## src/rtl/mbus_wire_rx_monitor_if.sv

```systemverilog
// Bus-side signal bundle for the MBus input wire monitor.
// "master" is the side that drives the ring wires, EN and WAKE_ACK
// (upstream node / sleep controller / testbench); "slave" is the monitor itself.
interface mbus_wire_rx_monitor_if;
    logic       EN;
    logic       DIN;
    logic       CLKIN;
    logic       WAKE_ACK;
    logic       DIN_F;
    logic       CLKIN_F;
    logic       REQ_DET;
    logic       TXN_DONE;
    logic       BUS_BUSY;
    logic [7:0] EDGE_CNT;
    logic       WAKE_REQ;

    modport master (
        output EN,
        output DIN,
        output CLKIN,
        output WAKE_ACK,
        input  DIN_F,
        input  CLKIN_F,
        input  REQ_DET,
        input  TXN_DONE,
        input  BUS_BUSY,
        input  EDGE_CNT,
        input  WAKE_REQ
    );

    modport slave (
        input  EN,
        input  DIN,
        input  CLKIN,
        input  WAKE_ACK,
        output DIN_F,
        output CLKIN_F,
        output REQ_DET,
        output TXN_DONE,
        output BUS_BUSY,
        output EDGE_CNT,
        output WAKE_REQ
    );
endinterface

```

## src/rtl/mbus_wire_rx_monitor.sv

```systemverilog
// MBus input wire monitor.
// Synchronises and glitch-filters the incoming DIN/CLKIN ring wires, detects a
// bus request (DIN falling while CLKIN is high on an idle bus), counts CLKIN
// falling edges through the transaction, flags the end of a transaction after
// a sustained idle-high bus, and drives a four-phase wake-up request.
module mbus_wire_rx_monitor #(
    parameter int SYNC_STAGES  = 2,   // synchroniser depth per wire, >= 2
    parameter int FILT_LEN     = 3,   // cycles of disagreement before filter update, >= 1
    parameter int IDLE_TIMEOUT = 64   // idle-high cycles that end a transaction, 2..255
) (
    input  logic                    CLK,
    input  logic                    RESETn,
    mbus_wire_rx_monitor_if.slave   bus
);

    // Filter counter only ever holds 0..FILT_LEN-1.
    localparam int FCW = (FILT_LEN < 2) ? 1 : $clog2(FILT_LEN);

    localparam int W_DIN   = 0;
    localparam int W_CLKIN = 1;

    typedef enum logic [1:0] {
        ST_IDLE   = 2'd0,
        ST_ARB    = 2'd1,
        ST_ACTIVE = 2'd2
    } state_t;

    // ------------------------------------------------------------------
    // Synchroniser + glitch filter, one identical lane per wire
    // ------------------------------------------------------------------
    logic [1:0] wire_raw;
    logic [1:0] wire_filt;

    assign wire_raw = {bus.CLKIN, bus.DIN};

    genvar gi;
    generate
        for (gi = 0; gi < 2; gi++) begin : g_wire
            logic [SYNC_STAGES-1:0] sync_reg;
            logic [FCW-1:0]         filt_cnt_reg;
            logic                   filt_reg;
            logic                   sync_out;

            assign sync_out = sync_reg[SYNC_STAGES-1];

            // Shift the raw wire through the synchroniser; the filtered value only
            // follows once the synchronised value has disagreed for FILT_LEN cycles.
            always_ff @(posedge CLK) begin
                if (!RESETn) begin
                    sync_reg     <= '1;
                    filt_cnt_reg <= '0;
                    filt_reg     <= 1'b1;
                end else begin
                    sync_reg <= {sync_reg[SYNC_STAGES-2:0], wire_raw[gi]};
                    if (sync_out == filt_reg) begin
                        filt_cnt_reg <= '0;
                    end else if (filt_cnt_reg == FCW'(FILT_LEN - 1)) begin
                        filt_reg     <= sync_out;
                        filt_cnt_reg <= '0;
                    end else begin
                        filt_cnt_reg <= filt_cnt_reg + 1'b1;
                    end
                end
            end

            assign wire_filt[gi] = filt_reg;
        end
    endgenerate

    // ------------------------------------------------------------------
    // Edge detection on the filtered wires
    // ------------------------------------------------------------------
    logic [1:0] wire_prev_reg;
    logic [1:0] wire_fall;
    logic [1:0] wire_rise;

    // Remember last cycle's filtered levels; idle-high matches the reset value.
    always_ff @(posedge CLK) begin
        if (!RESETn) begin
            wire_prev_reg <= 2'b11;
        end else begin
            wire_prev_reg <= wire_filt;
        end
    end

    assign wire_fall = wire_prev_reg & ~wire_filt;
    assign wire_rise = ~wire_prev_reg & wire_filt;

    logic din_f;
    logic clkin_f;
    logic din_fall;
    logic clkin_fall;
    logic idle_cycle;

    assign din_f      = wire_filt[W_DIN];
    assign clkin_f    = wire_filt[W_CLKIN];
    assign din_fall   = wire_fall[W_DIN];
    assign clkin_fall = wire_fall[W_CLKIN];

    // A cycle counts towards the idle timeout only when both wires sit high
    // and nothing moved on either wire.
    assign idle_cycle = din_f & clkin_f & ~(|wire_fall) & ~(|wire_rise);

    // ------------------------------------------------------------------
    // Transaction FSM
    // ------------------------------------------------------------------
    state_t     state_reg,    state_next;
    logic       req_det_reg,  req_det_next;
    logic       txn_done_reg, txn_done_next;
    logic       busy_reg;
    logic [7:0] edge_cnt_reg, edge_cnt_next;
    logic [7:0] idle_cnt_reg, idle_cnt_next;
    logic [7:0] idle_inc;
    logic       idle_expired;

    assign idle_inc     = idle_cnt_reg + 8'd1;
    assign idle_expired = idle_cycle && (idle_inc == 8'(IDLE_TIMEOUT));

    // Next-state, pulse and counter logic; EN low parks the FSM in IDLE
    // without generating pulses and keeps the last edge count visible.
    always_comb begin
        state_next    = state_reg;
        req_det_next  = 1'b0;
        txn_done_next = 1'b0;
        edge_cnt_next = edge_cnt_reg;
        idle_cnt_next = 8'd0;

        if (!bus.EN) begin
            state_next = ST_IDLE;
        end else begin
            case (state_reg)
                ST_IDLE: begin
                    // A DIN fall with CLKIN low is not an arbitration start.
                    if (din_fall && clkin_f) begin
                        req_det_next  = 1'b1;
                        edge_cnt_next = 8'd0;
                        state_next    = ST_ARB;
                    end
                end
                ST_ARB: begin
                    if (clkin_fall) begin
                        edge_cnt_next = 8'd1;
                        state_next    = ST_ACTIVE;
                    end else if (idle_expired) begin
                        // Nobody clocked the bus: spurious request, silent return.
                        state_next = ST_IDLE;
                    end else if (idle_cycle) begin
                        idle_cnt_next = idle_inc;
                    end
                end
                ST_ACTIVE: begin
                    if (clkin_fall && (edge_cnt_reg != 8'hFF)) begin
                        edge_cnt_next = edge_cnt_reg + 8'd1;
                    end
                    if (idle_expired) begin
                        txn_done_next = 1'b1;
                        state_next    = ST_IDLE;
                    end else if (idle_cycle) begin
                        idle_cnt_next = idle_inc;
                    end
                end
                default: begin
                    state_next = ST_IDLE;
                end
            endcase
        end
    end

    // FSM state and registered outputs. BUS_BUSY is a registered copy of the
    // current state, so it drops the cycle after TXN_DONE.
    always_ff @(posedge CLK) begin
        if (!RESETn) begin
            state_reg    <= ST_IDLE;
            req_det_reg  <= 1'b0;
            txn_done_reg <= 1'b0;
            busy_reg     <= 1'b0;
            edge_cnt_reg <= 8'd0;
            idle_cnt_reg <= 8'd0;
        end else begin
            state_reg    <= state_next;
            req_det_reg  <= req_det_next;
            txn_done_reg <= txn_done_next;
            busy_reg     <= (state_reg != ST_IDLE);
            edge_cnt_reg <= edge_cnt_next;
            idle_cnt_reg <= idle_cnt_next;
        end
    end

    // ------------------------------------------------------------------
    // Four-phase wake handshake
    // ------------------------------------------------------------------
    logic wake_req_reg,  wake_req_next;
    logic wake_pend_reg, wake_pend_next;
    logic wake_clear;

    assign wake_clear = wake_req_reg & bus.WAKE_ACK;

    // Raise WAKE_REQ alongside REQ_DET when the channel is free; otherwise park
    // the request in the pending bit so it is replayed once WAKE_ACK drops.
    always_comb begin
        wake_req_next  = wake_req_reg;
        wake_pend_next = wake_pend_reg;

        if (wake_clear) begin
            wake_req_next = 1'b0;
            if (req_det_next) begin
                wake_pend_next = 1'b1;
            end
        end else if (!bus.WAKE_ACK && (wake_pend_reg || (req_det_next && !wake_req_reg))) begin
            wake_req_next  = 1'b1;
            wake_pend_next = 1'b0;
        end else if (req_det_next && bus.WAKE_ACK) begin
            wake_pend_next = 1'b1;
        end
    end

    // Wake handshake registers.
    always_ff @(posedge CLK) begin
        if (!RESETn) begin
            wake_req_reg  <= 1'b0;
            wake_pend_reg <= 1'b0;
        end else begin
            wake_req_reg  <= wake_req_next;
            wake_pend_reg <= wake_pend_next;
        end
    end

    // ------------------------------------------------------------------
    // Output mapping
    // ------------------------------------------------------------------
    assign bus.DIN_F    = din_f;
    assign bus.CLKIN_F  = clkin_f;
    assign bus.REQ_DET  = req_det_reg;
    assign bus.TXN_DONE = txn_done_reg;
    assign bus.BUS_BUSY = busy_reg;
    assign bus.EDGE_CNT = edge_cnt_reg;
    assign bus.WAKE_REQ = wake_req_reg;

endmodule

```

## src/flat_wrapper.sv

```systemverilog
// flat-port wrapper written by rule: the top's interface ports become plain ports
module mbus_wire_rx_monitor_flat 
#(
    parameter int SYNC_STAGES  = 2,                                       
    parameter int FILT_LEN     = 3,                                                       
    parameter int IDLE_TIMEOUT = 64                                                     
)
  (CLK, RESETn, bus_EN, bus_DIN, bus_CLKIN, bus_WAKE_ACK, bus_DIN_F, bus_CLKIN_F, bus_REQ_DET, bus_TXN_DONE, bus_BUS_BUSY, bus_EDGE_CNT, bus_WAKE_REQ);
  mbus_wire_rx_monitor_if bus_i ();
  input  logic CLK;
  input  logic RESETn;
  input wire logic [$bits(bus_i.EN)-1:0] bus_EN;
  input wire logic [$bits(bus_i.DIN)-1:0] bus_DIN;
  input wire logic [$bits(bus_i.CLKIN)-1:0] bus_CLKIN;
  input wire logic [$bits(bus_i.WAKE_ACK)-1:0] bus_WAKE_ACK;
  output wire logic [$bits(bus_i.DIN_F)-1:0] bus_DIN_F;
  output wire logic [$bits(bus_i.CLKIN_F)-1:0] bus_CLKIN_F;
  output wire logic [$bits(bus_i.REQ_DET)-1:0] bus_REQ_DET;
  output wire logic [$bits(bus_i.TXN_DONE)-1:0] bus_TXN_DONE;
  output wire logic [$bits(bus_i.BUS_BUSY)-1:0] bus_BUS_BUSY;
  output wire logic [$bits(bus_i.EDGE_CNT)-1:0] bus_EDGE_CNT;
  output wire logic [$bits(bus_i.WAKE_REQ)-1:0] bus_WAKE_REQ;
  assign bus_i.EN = bus_EN;
  assign bus_i.DIN = bus_DIN;
  assign bus_i.CLKIN = bus_CLKIN;
  assign bus_i.WAKE_ACK = bus_WAKE_ACK;
  assign bus_DIN_F = bus_i.DIN_F;
  assign bus_CLKIN_F = bus_i.CLKIN_F;
  assign bus_REQ_DET = bus_i.REQ_DET;
  assign bus_TXN_DONE = bus_i.TXN_DONE;
  assign bus_BUS_BUSY = bus_i.BUS_BUSY;
  assign bus_EDGE_CNT = bus_i.EDGE_CNT;
  assign bus_WAKE_REQ = bus_i.WAKE_REQ;
  mbus_wire_rx_monitor #(.SYNC_STAGES(SYNC_STAGES), .FILT_LEN(FILT_LEN), .IDLE_TIMEOUT(IDLE_TIMEOUT)) u_core (.CLK(CLK), .RESETn(RESETn), .bus(bus_i));
endmodule
```

## config.mk

```make
export PLATFORM = sky130hd
export DESIGN_NAME = mbus_wire_rx_monitor_flat
export DESIGN_NICKNAME = d
export VERILOG_FILES = /design/src/rtl/mbus_wire_rx_monitor_if.sv /design/src/rtl/mbus_wire_rx_monitor.sv /design/src/flat_wrapper.sv
export SDC_FILE = /design/constraint.sdc
export NUM_CORES = 1
export LEC_CHECK = 0
export BUFFER_PORTS_ARGS = -buffer_cell sky130_fd_sc_hd__buf_2
export CAP_MARGIN = 20
export CORE_ASPECT_RATIO = 0.8
export CORE_MARGIN = 5
export CORE_UTILIZATION = 35
export DETAILED_ROUTE_END_ITERATION = 8
export SLEW_MARGIN = 20
export SYNTH_ARGS = -nofsm -noshare
export SYNTH_HDL_FRONTEND = slang
export SYNTH_SLANG_ARGS = --single-unit
```

## constraint.sdc

```tcl
create_clock -name CLK -period 2.05 [get_ports CLK]
set_input_delay 0.1025 -clock CLK [delete_from_list [all_inputs] [get_ports CLK]]
set_output_delay 0.1025 -clock CLK [all_outputs]
set_load 0.01 [all_outputs]
```

* Word-level counts from Yosys, hierarchy flattened
Cells that the tools add are included.
** Cells by class
- Add/sub/neg operators :: 4
- Equal/unequal tests :: 12
- Multiplexer cells :: 20
- Bitwise operators :: 13
- Reductions and logical operators :: 24
** Operators by type and width (number)
- $mux 8 :: 6
- $pmux 8 s3 :: 1
- $add 8x1->8 const B :: 2
- $pmux 8 s2 :: 1
- $eq 8x7->1 const B :: 1
- $mux 1 :: 8
- $ne 2x1->1 const B :: 4
- $ne 8x8->1 const B :: 1
- $reduce_and 2->1 :: 4
- $eq 2x2->1 const B :: 3
- $logic_and 1x1->1 :: 6
- $mux 2 :: 3
- $pmux 2 s3 :: 1
- $reduce_bool 3->1 :: 2
- $reduce_or 2->1 :: 3
- $reduce_or 3->1 :: 2
- $not 1->1 :: 5
- $reduce_and 5->1 :: 1
- $add 2x1->2 const B :: 2
- $and 1x1->1 :: 4
- $and 2x2->2 :: 2
- $not 2->2 :: 2
- $reduce_and 3->1 :: 1
- $eq 1x1->1 :: 2
- other kinds (5) :: 6
** Word-level totals
- Register bits :: 35
- Bits of input ports :: 6
- Output and inout port bits :: 14
- Logic and storage cells :: 88

* Longest topological paths before layout
Gate-level depths: netlist of the first run.
- Depth after elaboration :: 11
- Gate-level depth with buffers :: 7
- Depth with buffers taken out :: 7

* Worst setup path before layout of the first run
No wires, ideal clock.
- Kind :: reg2reg
- From :: register u_core.state_reg[0]
- To :: register u_core.edge_cnt_reg[0], in the netlist u_core.bus.EDGE_CNT[0]
- Setup time :: 70 ps
- Data arrival time :: 1623 ps
- Required time :: 1980 ps
- Path slack :: 357 ps
- Cell stages (with the launch flop) :: 7
- Path buffers :: 0
- Period minus slack after synthesis :: 1693 ps
- Cells stage by stage :: dfxtp_1 -> inv_1 -> ha_1 -> o21ai_0 -> nand4b_4 -> or3b_1 -> a21boi_1
** On the way
- Longest elaborated chain between the ends :: 3
- Elaborated cells on any way between the ends :: 9
- Classes of those cells :: 5 x eq/ne; 1 x mux; 3 x reduce/logical
** Ends and longest elaborated chain
- from (decl) :: line mbus_wire_rx_monitor.sv:107 : state_t state_reg, state_next;
- from (signal assigned) :: line mbus_wire_rx_monitor.sv:180 : state_reg <= state_next;
- $eq 2x2->1 (tied with other cells) :: line mbus_wire_rx_monitor.sv:131 : case (state_reg)
- $ne 2x1->1 (no line) / $reduce_bool 3->1 (equally long branches)
- $reduce_and 5->1 (no line)
- to (signal assigned) :: line mbus_wire_rx_monitor.sv:184 : edge_cnt_reg <= edge_cnt_next;
- to (decl) :: line mbus_wire_rx_monitor.sv:111 : logic [7:0] edge_cnt_reg, edge_cnt_next;
Several ways; a longest one is shown, not always the timed one.
A chain may end at the register's enable or synchronous reset.

* Final worst setup path of the first run
- From :: register u_core.state_reg[0]
- To :: register u_core.edge_cnt_reg[3], in the netlist u_core.bus.EDGE_CNT[3]
Same word-level chain as after synthesis.

==> results.txt, run 1 <==
----------------------------------------------------
[Setup path]
  Critical Path RT ... 2240 ps
  Crit path DAT ... 2010 ps
  Endpoint type of the worst setup path ... flop
  Top fanout value on the critical path ... 10
  Crit Path Class ... reg -> reg
  Crit start category ... flop
  Max incr delay on CP ... 380 ps
  Cell Chain, Critical Path ... inv_1 > ha_1 > o21ai_1 > nand4b_4 > nand2b_4 > o32ai_1
  Critical Path Slowest Stage Cell ... sky130_fd_sc_hd__dfxtp_1

[Clock tree]
  Number of buffers between clock root and the deepest sink ... 2
  # clock sinks ... 35
  H-tree depth ... 2
  CTS tree ... built
  Clock-pin slew reported for the worst setup and hold paths after clock tree synthesis ... 70 ps
  Total clock buffers created by CTS ... 5
  Clk Latency, worst-skew pair ... 280 ps
  CTS root buf ... sky130_fd_sc_hd__clkbuf_8

[Detailed routing]
  Met1 Routed Length ... 1.69 mm
  Routed met3 length ... 139 um
  Number of vias in the routed layout ... 1269
  Pre-antenna DRT Iters ... 4
  First-iteration detailed-routing DRC count ... 57
  Average via count per standard cell ... 4.84
  Total length of routed met2 wires ... 1.26 mm
  Per-cell routed wire length ... 11.9 um
  Post-detailed-routing wire length ... 3.12 mm
  Max layer used ... met4
  Antenna Nets Post-Route ... 0
  Count of unresolved DRC violations after routing ... 0

[Global route]
  Pin count of the biggest net entering global routing ... 17
  Number of antenna violations at the first check in global routing ... 0
  Total routing resource utilization after global routing ... 11.1%
  Congestion Overflow GR ... 0
  Vias in the first global route ... 1205
  Global-route wire length before repair ... 5.44 mm

[STA]
  Setup violators final ... 0
  Final Hold Slack ... 47.9 ps
  Slew Limit Fails ... 0
  Fin crit period ... 1820 ps
  Final clock period utilization by the worst path ... 88.9%
  Fmax achieved ... 548 MHz
  Setup TNS after final layout ... 0 ps
  RSZ-0062 raised after global routing ... false
  Slew headroom ... 72.0%
  Worst clock skew on the final layout ... 5.42 ps
  Number of failing hold endpoints at the final stage ... 0
  Worst Max-Slew Pin Slew ... 416 ps

[Die]
  Area enclosed by the die boundary ... 6060 um2
  Placement Rows ... 22
  Number of top-level design ports ... 20
  Core area ... 4510 um2
  Initial Utilization ... 35.6%
  Horizontal extent of the die ... 85.8 um
  Die Ht ... 70.6 um

[Synth]
  Count of cell types in the netlist ... 36
  Net count after synthesis ... 189
  Ys Warns ... 0
  Total of flip-flops plus latches after synthesis ... 35
  Synthesized area per cell ... 9.25 um2
  Gate Count Post-Synth ... 174
  Fraction of the yosys area taken by sequential cells ... 43.5%
  Cell area after synthesis ... 1610 um2

[Placement]
  Instance count after placement with tap cells included ... 252
  Placement-stage cell area ... 1790 um2
  Total half-perimeter wirelength after legalization and detailed placement ... 2.26 mm
  IO Port Bufs ... 19
  Weighted congestion at the end of routability-driven global placement ... 0.806

[Cells and area]
  Final net count ... 216
  # fillers ... 451
  Final standard cell area without fillers ... 1910 um2
  Fraction of final layout cells with drive strength greater than 1 ... 17.8%
  Post-route insts no fill ... 262
  Commonest non-fill, non-tap cells in the layout ... sky130_fd_sc_hd__dfxtp_1, sky130_fd_sc_hd__buf_2, sky130_fd_sc_hd__nand2_1, sky130_fd_sc_hd__a21oi_1, sky130_fd_sc_hd__nor2_1
  Commonest non-fill, non-tap cell in the layout ... sky130_fd_sc_hd__dfxtp_1
  Synth-to-Final Area Change ... 18.5%
  Final antenna diode count ... 0

[Outcome]
  Result of the run ... finished clean

[Power]
  Static leakage ... 0.748 nW
  Maximum ir drop on the vdd rail ... 0.275 mV
  Pwr Density ... 662 nW/um2

[Job]
  Max capacitance violation total ... 0

[Worst hold path]
  Worst min-delay path category ... in -> reg

----------------------------------------------------
## metal layers
layer | vias up | global-route usage, %
li1 | 659 | -
met1 | 582 | 15.1
met2 | 24 | 16.5
met3 | 4 | 3.49
met4 | 0 | 4.22
met5 | - | 0
## synthesized netlist by cell type, drive strengths merged
cell type  number  area (um2)
nor2b           5        31.3
ha              9         113
a211o           1        8.76
o21ai           3        26.3
xnor2           1        8.76
o32ai           1        8.76
dfxtp          35         701
nor3b           2        15.0
o22ai           6        37.5
nand2b         10        70.1
and3            4        25.0
mux2i           3        30.0
clkbuf          4        15.0
a21boi          1        7.51
nand4b          2        32.5
nor2           11        41.3
a21o            1        7.51
a21oi          12        60.1
or4b            1        10.0
and2            2        12.5
nand3          10        55.1
nand2          16        60.1
inv             9        33.8
and4            1        8.76
nand3b          5        37.5
xor2            7        61.3
nor3            5        25.0
nor4            3        33.8
a31oi           1        6.26
or3b            3        26.3
## cell families after synthesis
kind of cell	synth area share, %
mux	1.87
fa+ha+maj	7.00
buf+inv	3.03
simple gates	30.1
xor+xnor	4.35
compound gates	10.1
flops	43.5
## where the power goes
part           leakage, nW  internal [mW]  switching, mW
logic                0.414         0.0148         0.0165
registers            0.283          0.685        0.00174
clock network       0.0515          0.307          0.239
total                0.748           1.01          0.257
## final cells by class
cell class	count	area, um2	area share [%]
clock buffers	8	100	5.25
inverters	9	33.8	1.77
multi-input cells	126	860	45.1
well taps	60	75.1	3.94
flip-flops and latches	35	701	36.7
repair buffers	24	138	7.22
## path summary, 6_finish.rpt
check	cells past startpoint	end	start	slack (ps)
max	6	u_core.bus.EDGE_CNT[3]	u_core.state_reg[0]	230
max reg2reg	6	u_core.bus.EDGE_CNT[3]	u_core.state_reg[0]	230
min	3	u_core.wake_pend_reg	bus_WAKE_ACK	50
min reg2reg	1	u_core.g_wire[1].sync_reg[1]	u_core.g_wire[1].sync_reg[0]	410
## per-stage QoR
step | power (mW) | util, % | setup slack [ps]
2_1_floorplan | 0.721 | - | 357
3_3_place_gp | 0.730 | 39.6 | 272
3_5_place_dp | 0.731 | 39.6 | 162
4_1_cts | 1.28 | 42.2 | 103
5_1_grt | 1.31 | 42.2 | 39.8
6_report | 1.26 | 42.2 | 227
## critical path, delay by kind of cell, from the launching register on
kind	cells	cell delay, ps
and+or+nand+nor	2	440
buffers and inverters	1	90
AOI/OAI and AO/OA	2	530
adders and majority gates	1	300
DFF	1	380
## repair_timing
action	4_1_cts	5_1_grt
resized for setup	0	1
hold buffers	2	0
endpoints found under the hold margin	2	0
endpoints found under the setup margin	0	2
setup buffers	0	0
Power figures use the tool's default switching activity.
==> run 2, diff against run 1 <==
ABC_CLOCK_PERIOD_IN_PS = 2100   (was unset)
clock period = 2.1 ns   (was 2.05 ns; I/O delays follow)
==> run 2 against run 1 <==
Sequential power decreased by 2%. Cell count shrank 1.5%. Clock-buffer cell count decreased by 2. Clock power decreased by 12%. Register-to-register slack better by 20 ps. Largest cell class unchanged. Highest routed layer unchanged.
==> results.txt, run 2 (synthesized netlist as in run 1, its figures left out) <==
----------------------------------------------------
[STA]
  Setup violators final ... 0
  Fmax achieved ... 538 MHz
  Number of failing hold endpoints at the final stage ... 0
  Fin crit period ... 1860 ps
  Final clock period utilization by the worst path ... 88.5%
  Worst Max-Slew Pin Slew ... 419 ps
  Slew headroom ... 71.9%
  Slew Limit Fails ... 0
  Setup TNS after final layout ... 0 ps
  Worst clock skew on the final layout ... 6.86 ps
  RSZ-0062 raised after global routing ... false
  Worst Setup Slack, final ... 242 ps

[Setup path]
  Top fanout value on the critical path ... 10
  Endpoint of the lowest-slack register-to-register path ... u_core.bus.EDGE_CNT[0]
  Max incr delay on CP ... 390 ps
  Critical Path RT ... 2310 ps
  Critical Path Slowest Stage Cell ... sky130_fd_sc_hd__or3b_1
  Register-to-Register Setup Slack ... 240 ps
  Cell Chain, Critical Path ... inv_1 > ha_1 > o21ai_0 > nand4b_4 > or3b_1 > a21boi_1
  Crit start category ... flop
  Crit path DAT ... 2070 ps
  Number of cell instances on the worst register-to-register path ... 6
  Endpoint type of the worst setup path ... flop
  FF-to-FF Start ... u_core.state_reg[0]
  Crit Path Class ... reg -> reg

[Global route]
  Congestion Overflow GR ... 0
  Total routing resource utilization after global routing ... 10.9%
  Pin count of the biggest net entering global routing ... 17
  Number of antenna violations at the first check in global routing ... 0
  Global-route wire length before repair ... 5.42 mm
  Vias in the first global route ... 1226

[Clock tree]
  CTS root buf ... sky130_fd_sc_hd__clkbuf_8
  CTS tree ... built
  # clock sinks ... 35
  CTS Hold Bufs ... 0
  Clock-pin slew reported for the worst setup and hold paths after clock tree synthesis ... 70 ps
  Clk Latency, worst-skew pair ... 280 ps
  H-tree depth ... 2
  Post-CTS repair timing setup buffer count ... 0
  Gates resized, CTS repair ... 0
  Total clock buffers created by CTS ... 5
  Number of buffers between clock root and the deepest sink ... 2

[Detailed routing]
  Post-detailed-routing wire length ... 3.01 mm
  Pre-antenna DRT Iters ... 4
  Antenna Nets Post-Route ... 0
  Per-cell routed wire length ... 11.6 um
  Count of unresolved DRC violations after routing ... 0
  Number of vias in the routed layout ... 1242
  First-iteration detailed-routing DRC count ... 47
  Average via count per standard cell ... 4.81

[Worst hold path]
  Worst hold endpoint ... u_core.g_wire[1].sync_reg[0]
  Startpoint of the worst hold path ... bus_CLKIN
  Worst min-delay path category ... in -> reg
  Hold Path Stages ... 2

[Die]
  Area enclosed by the die boundary ... 6060 um2
  Number of top-level design ports ... 20
  Core area ... 4510 um2
  Die Ht ... 70.6 um
  Placement Rows ... 22
  Horizontal extent of the die ... 85.8 um
  Initial Utilization ... 35.6%

[Cells and area]
  Fraction of final layout cells with drive strength greater than 1 ... 17.7%
  Final net count ... 213
  Final cell utilization of the core ... 41.4%
  Final antenna diode count ... 0
  Synth-to-Final Area Change ... 16.0%
  Commonest non-fill, non-tap cells in the layout ... sky130_fd_sc_hd__dfxtp_1, sky130_fd_sc_hd__buf_2, sky130_fd_sc_hd__nand2_1, sky130_fd_sc_hd__a21oi_1, sky130_fd_sc_hd__nor2_1
  Commonest non-fill, non-tap cell in the layout ... sky130_fd_sc_hd__dfxtp_1

[Placement]
  Weighted congestion at the end of routability-driven global placement ... 0.809
  IO Port Bufs ... 19
  Total half-perimeter wirelength after legalization and detailed placement ... 2.24 mm
  Pre-CTS setup slack ... 240 ps

[Outcome]
  Result of the run ... finished clean

[Power]
  Pwr Density ... 632 nW/um2
  Maximum ir drop on the vdd rail ... 0.269 mV
  Static leakage ... 0.730 nW

[Job]
  Max capacitance violation total ... 0

----------------------------------------------------
[run 2: final cells by class]
class / instances / area [um2]
multi-input combinational: 126 / 860
clock inverter: 1 / 5.00
fill: 475 / 2650
sequential: 35 / 701
timing repair buffer: 21 / 110
clock buffer: 6 / 82.6
inverter: 9 / 33.8
tap: 60 / 75.1
[run 2: per-layer routing]
layer / up-vias / GRT usage [%] / routed length [um]
met5: - / 0 / 0
met4: 0 / 2.64 / 21
met3: 4 / 3.26 / 139
met2: 26 / 15.9 / 1190
met1: 559 / 15.6 / 1660
li1: 653 / - / -
[run 2: where the power goes]
group          leakage, nW  switching (mW)  internal [mW]
logic                0.400          0.0158         0.0121
clock network       0.0470           0.224          0.257
registers            0.283         0.00173          0.668
total                0.730           0.242          0.938
[run 2: how the worst max path moves through the flow]
stage / depth (start not counted) / end / slack [ps] / startpoint
2_1_floorplan: 6 / u_core.bus.EDGE_CNT[0] / 410 / u_core.state_reg[0]
3_3_place_gp: 6 / u_core.bus.EDGE_CNT[0] / 310 / u_core.state_reg[0]
3_5_place_dp: 6 / u_core.bus.EDGE_CNT[0] / 240 / u_core.state_reg[0]
4_1_cts: 6 / u_core.bus.EDGE_CNT[0] / 220 / u_core.state_reg[0]
5_1_grt: 6 / u_core.bus.EDGE_CNT[3] / 30 / u_core.state_reg[0]
6_report: 6 / u_core.bus.EDGE_CNT[0] / 240 / u_core.state_reg[0]
[run 2: worst max-delay path: cells and delay by family, from the launching register on]
family,cells,cell delay (ps)
AND/OR/NAND/NOR,2,600
AO/OA/AOI/OAI,2,440
flip-flops,1,380
adder cells (fa/ha/maj),1,290
buffers and inverters,1,80
[run 2: stage by stage]
stage               total power, mW  hold WS, ps  instances  area, um2
floorplan                     0.704          206        174       1610
global placement              0.713          289        251       1780
detailed placement            0.713          291        251       1780
CTS                            1.20         1.18        258       1870
global route                   1.23         1.55        258       1870
finish                         1.18         5.15        258       1870
==> run 3, diff against run 2 <==
BUFFER_PORTS_ARGS = unset   (was -buffer_cell sky130_fd_sc_hd__buf_2)
DONT_BUFFER_PORTS = 1   (was unset)
==> run 3 against run 2 <==
First-iteration DRC count rose by 68%. Highest routed layer unchanged. Die area did not move. Global-route usage rose by 0.38 points. Utilization fell by 0.50 points. Critical path type unchanged. Final area fell by 1.2%. Register-to-register slack got worse by 30 ps. Clock-buffer cell count did not move. Sequential power barely moved. Critical endpoint unchanged. Largest power group unchanged. Non-clock buffer count fell by 11. Via count fell by 1.0%. Routed wire length rose by 6.2%.
==> results.txt, run 3 (synthesized netlist as in run 1, its figures left out) <==
----------------------------------------------------
[Clock tree]
  H-tree depth ... 2
  CTS root buf ... sky130_fd_sc_hd__clkbuf_8
  CTS tree ... built
  Clock-pin slew reported for the worst setup and hold paths after clock tree synthesis ... 70 ps
  Total clock buffers created by CTS ... 5
  Number of buffers between clock root and the deepest sink ... 2
  Clk Latency, worst-skew pair ... 280 ps
  # clock sinks ... 35

[STA]
  Fmax achieved ... 529 MHz
  Slew headroom ... 48.9%
  Number of failing hold endpoints at the final stage ... 0
  Worst Max-Slew Pin Slew ... 764 ps
  RSZ-0062 raised after global routing ... false
  Worst clock skew on the final layout ... 5.73 ps
  Slew Limit Fails ... 0
  Setup violators final ... 0
  Final clock period utilization by the worst path ... 90.0%
  Fin crit period ... 1890 ps
  Worst Setup Slack, final ... 210 ps
  Setup TNS after final layout ... 0 ps

[Setup path]
  Number of cell instances on the worst register-to-register path ... 6
  FF-to-FF Start ... u_core.state_reg[0]
  Cell Chain, Critical Path ... inv_1 > ha_1 > o21ai_0 > nand4b_4 > or3b_1 > a21boi_1
  Register-to-Register Setup Slack ... 210 ps
  Top fanout value on the critical path ... 10
  Endpoint type of the worst setup path ... flop
  Crit start category ... flop
  Crit path DAT ... 2100 ps
  Crit Path Class ... reg -> reg
  Critical Path RT ... 2310 ps
  Endpoint of the lowest-slack register-to-register path ... u_core.bus.EDGE_CNT[0]
  Max incr delay on CP ... 390 ps
  Critical Path Slowest Stage Cell ... sky130_fd_sc_hd__or3b_1

[Global route]
  Global-route wire length before repair ... 5.48 mm
  Number of antenna violations at the first check in global routing ... 0
  Total routing resource utilization after global routing ... 11.3%
  Pin count of the biggest net entering global routing ... 22
  Congestion Overflow GR ... 0
  Vias in the first global route ... 1178

[Cells and area]
  Post-route insts no fill ... 248
  Final net count ... 202
  Synth-to-Final Area Change ... 14.6%
  Final cell utilization of the core ... 40.9%
  Area taken by multi-input logic gates ... 860 um2
  Final antenna diode count ... 0
  Commonest non-fill, non-tap cells in the layout ... sky130_fd_sc_hd__dfxtp_1, sky130_fd_sc_hd__nand2_1, sky130_fd_sc_hd__a21oi_1, sky130_fd_sc_hd__nor2_1
  Register area ... 701 um2
  Fraction of final layout cells with drive strength greater than 1 ... 9.57%
  Final standard cell area without fillers ... 1840 um2
  Commonest non-fill, non-tap cell in the layout ... sky130_fd_sc_hd__dfxtp_1
  # fillers ... 453

[Placement]
  Weighted congestion at the end of routability-driven global placement ... 0.806
  Pre-CTS setup slack ... 211 ps
  Instance count after placement with tap cells included ... 234
  IO Port Bufs ... 0
  Placement-stage cell area ... 1700 um2
  Total half-perimeter wirelength after legalization and detailed placement ... 2.16 mm

[Job]
  Max capacitance violation total ... 0

[Die]
  Core area ... 4510 um2
  Area enclosed by the die boundary ... 6060 um2
  Number of top-level design ports ... 20
  Initial Utilization ... 35.6%
  Die Ht ... 70.6 um
  Horizontal extent of the die ... 85.8 um
  Placement Rows ... 22

[Detailed routing]
  Number of vias in the routed layout ... 1229
  Antenna Nets Post-Route ... 0
  Average via count per standard cell ... 4.96
  Pre-antenna DRT Iters ... 4
  Per-cell routed wire length ... 12.9 um
  Count of unresolved DRC violations after routing ... 0
  First-iteration detailed-routing DRC count ... 79
  Post-detailed-routing wire length ... 3.19 mm

[Worst hold path]
  Hold Path Stages ... 2
  Worst min-delay path category ... in -> reg
  Worst hold endpoint ... u_core.g_wire[0].filt_cnt_reg[1]
  Startpoint of the worst hold path ... RESETn

[Outcome]
  Result of the run ... finished clean

[Power]
  Static leakage ... 0.670 nW
  Maximum ir drop on the vdd rail ... 0.270 mV
  Pwr Density ... 633 nW/um2

----------------------------------------------------
-- run 3: per-stage QoR --
step | hold WS [ps] | total power, mW
2_1_floorplan | 206 | 0.704
3_3_place_gp | 176 | 0.699
3_5_place_dp | 176 | 0.699
4_1_cts | 1.00 | 1.19
5_1_grt | 10.0 | 1.22
6_report | 8.23 | 1.17
-- run 3: how the worst max path moves through the flow --
stage | start | end | slack [ps] | cells after the start
finish | u_core.state_reg[0] | u_core.bus.EDGE_CNT[0] | 210 | 6
global route | u_core.state_reg[0] | u_core.bus.EDGE_CNT[3] | 80 | 6
CTS | u_core.state_reg[0] | u_core.bus.EDGE_CNT[0] | 190 | 6
detailed placement | u_core.state_reg[0] | u_core.bus.EDGE_CNT[0] | 210 | 6
global placement | u_core.state_reg[0] | u_core.bus.EDGE_CNT[3] | 320 | 6
floorplan | u_core.state_reg[0] | u_core.bus.EDGE_CNT[0] | 410 | 6
-- run 3: worst max-delay path, delay by kind of cell, from the launching register on --
| family | cells | cell delay, ps |
|---|---|---|
| DFF | 1 | 380 |
| adders and majority gates | 1 | 290 |
| and+or+nand+nor | 2 | 610 |
| AOI/OAI and AO/OA | 2 | 460 |
| buffers and inverters | 1 | 80 |
-- run 3: final cells by class --
cell class	count	share of cell area, %
Multi-Input combinational cell	126	46.6
Sequential cell	35	38.0
Timing Repair Buffer	10	4.88
Tap cell	60	4.07
Clock buffer	6	3.93
Inverter	9	1.83
Clock inverter	2	0.678
-- run 3: metal layers --
| layer | vias up | wire, um | part of all wire, % | track usage [%] |
|---|---|---|---|---|
| li1 | 629 | - | - | - |
| met1 | 564 | 1600 | 50 | 15.1 |
| met2 | 34 | 1250 | 39 | 16.1 |
| met3 | 2 | 322 | 10 | 5.01 |
| met4 | 0 | 19 | 0.60 | 3.69 |
| met5 | - | 0 | 0 | 0 |
-- run 3: power by group --
group / switching [mW] / internal (mW)
Sequential: 0.00178 / 0.668
Combinational: 0.0140 / 0.0152
Clock: 0.236 / 0.232
-- run 3: what timing repair did --
action / in CTS / in global routing
hold endpoints to repair: 22 / 0
resized for setup: 0 / 0
hold buffers: 6 / 0
buffers inserted: 0 / 0
setup endpoints to repair: 0 / 0
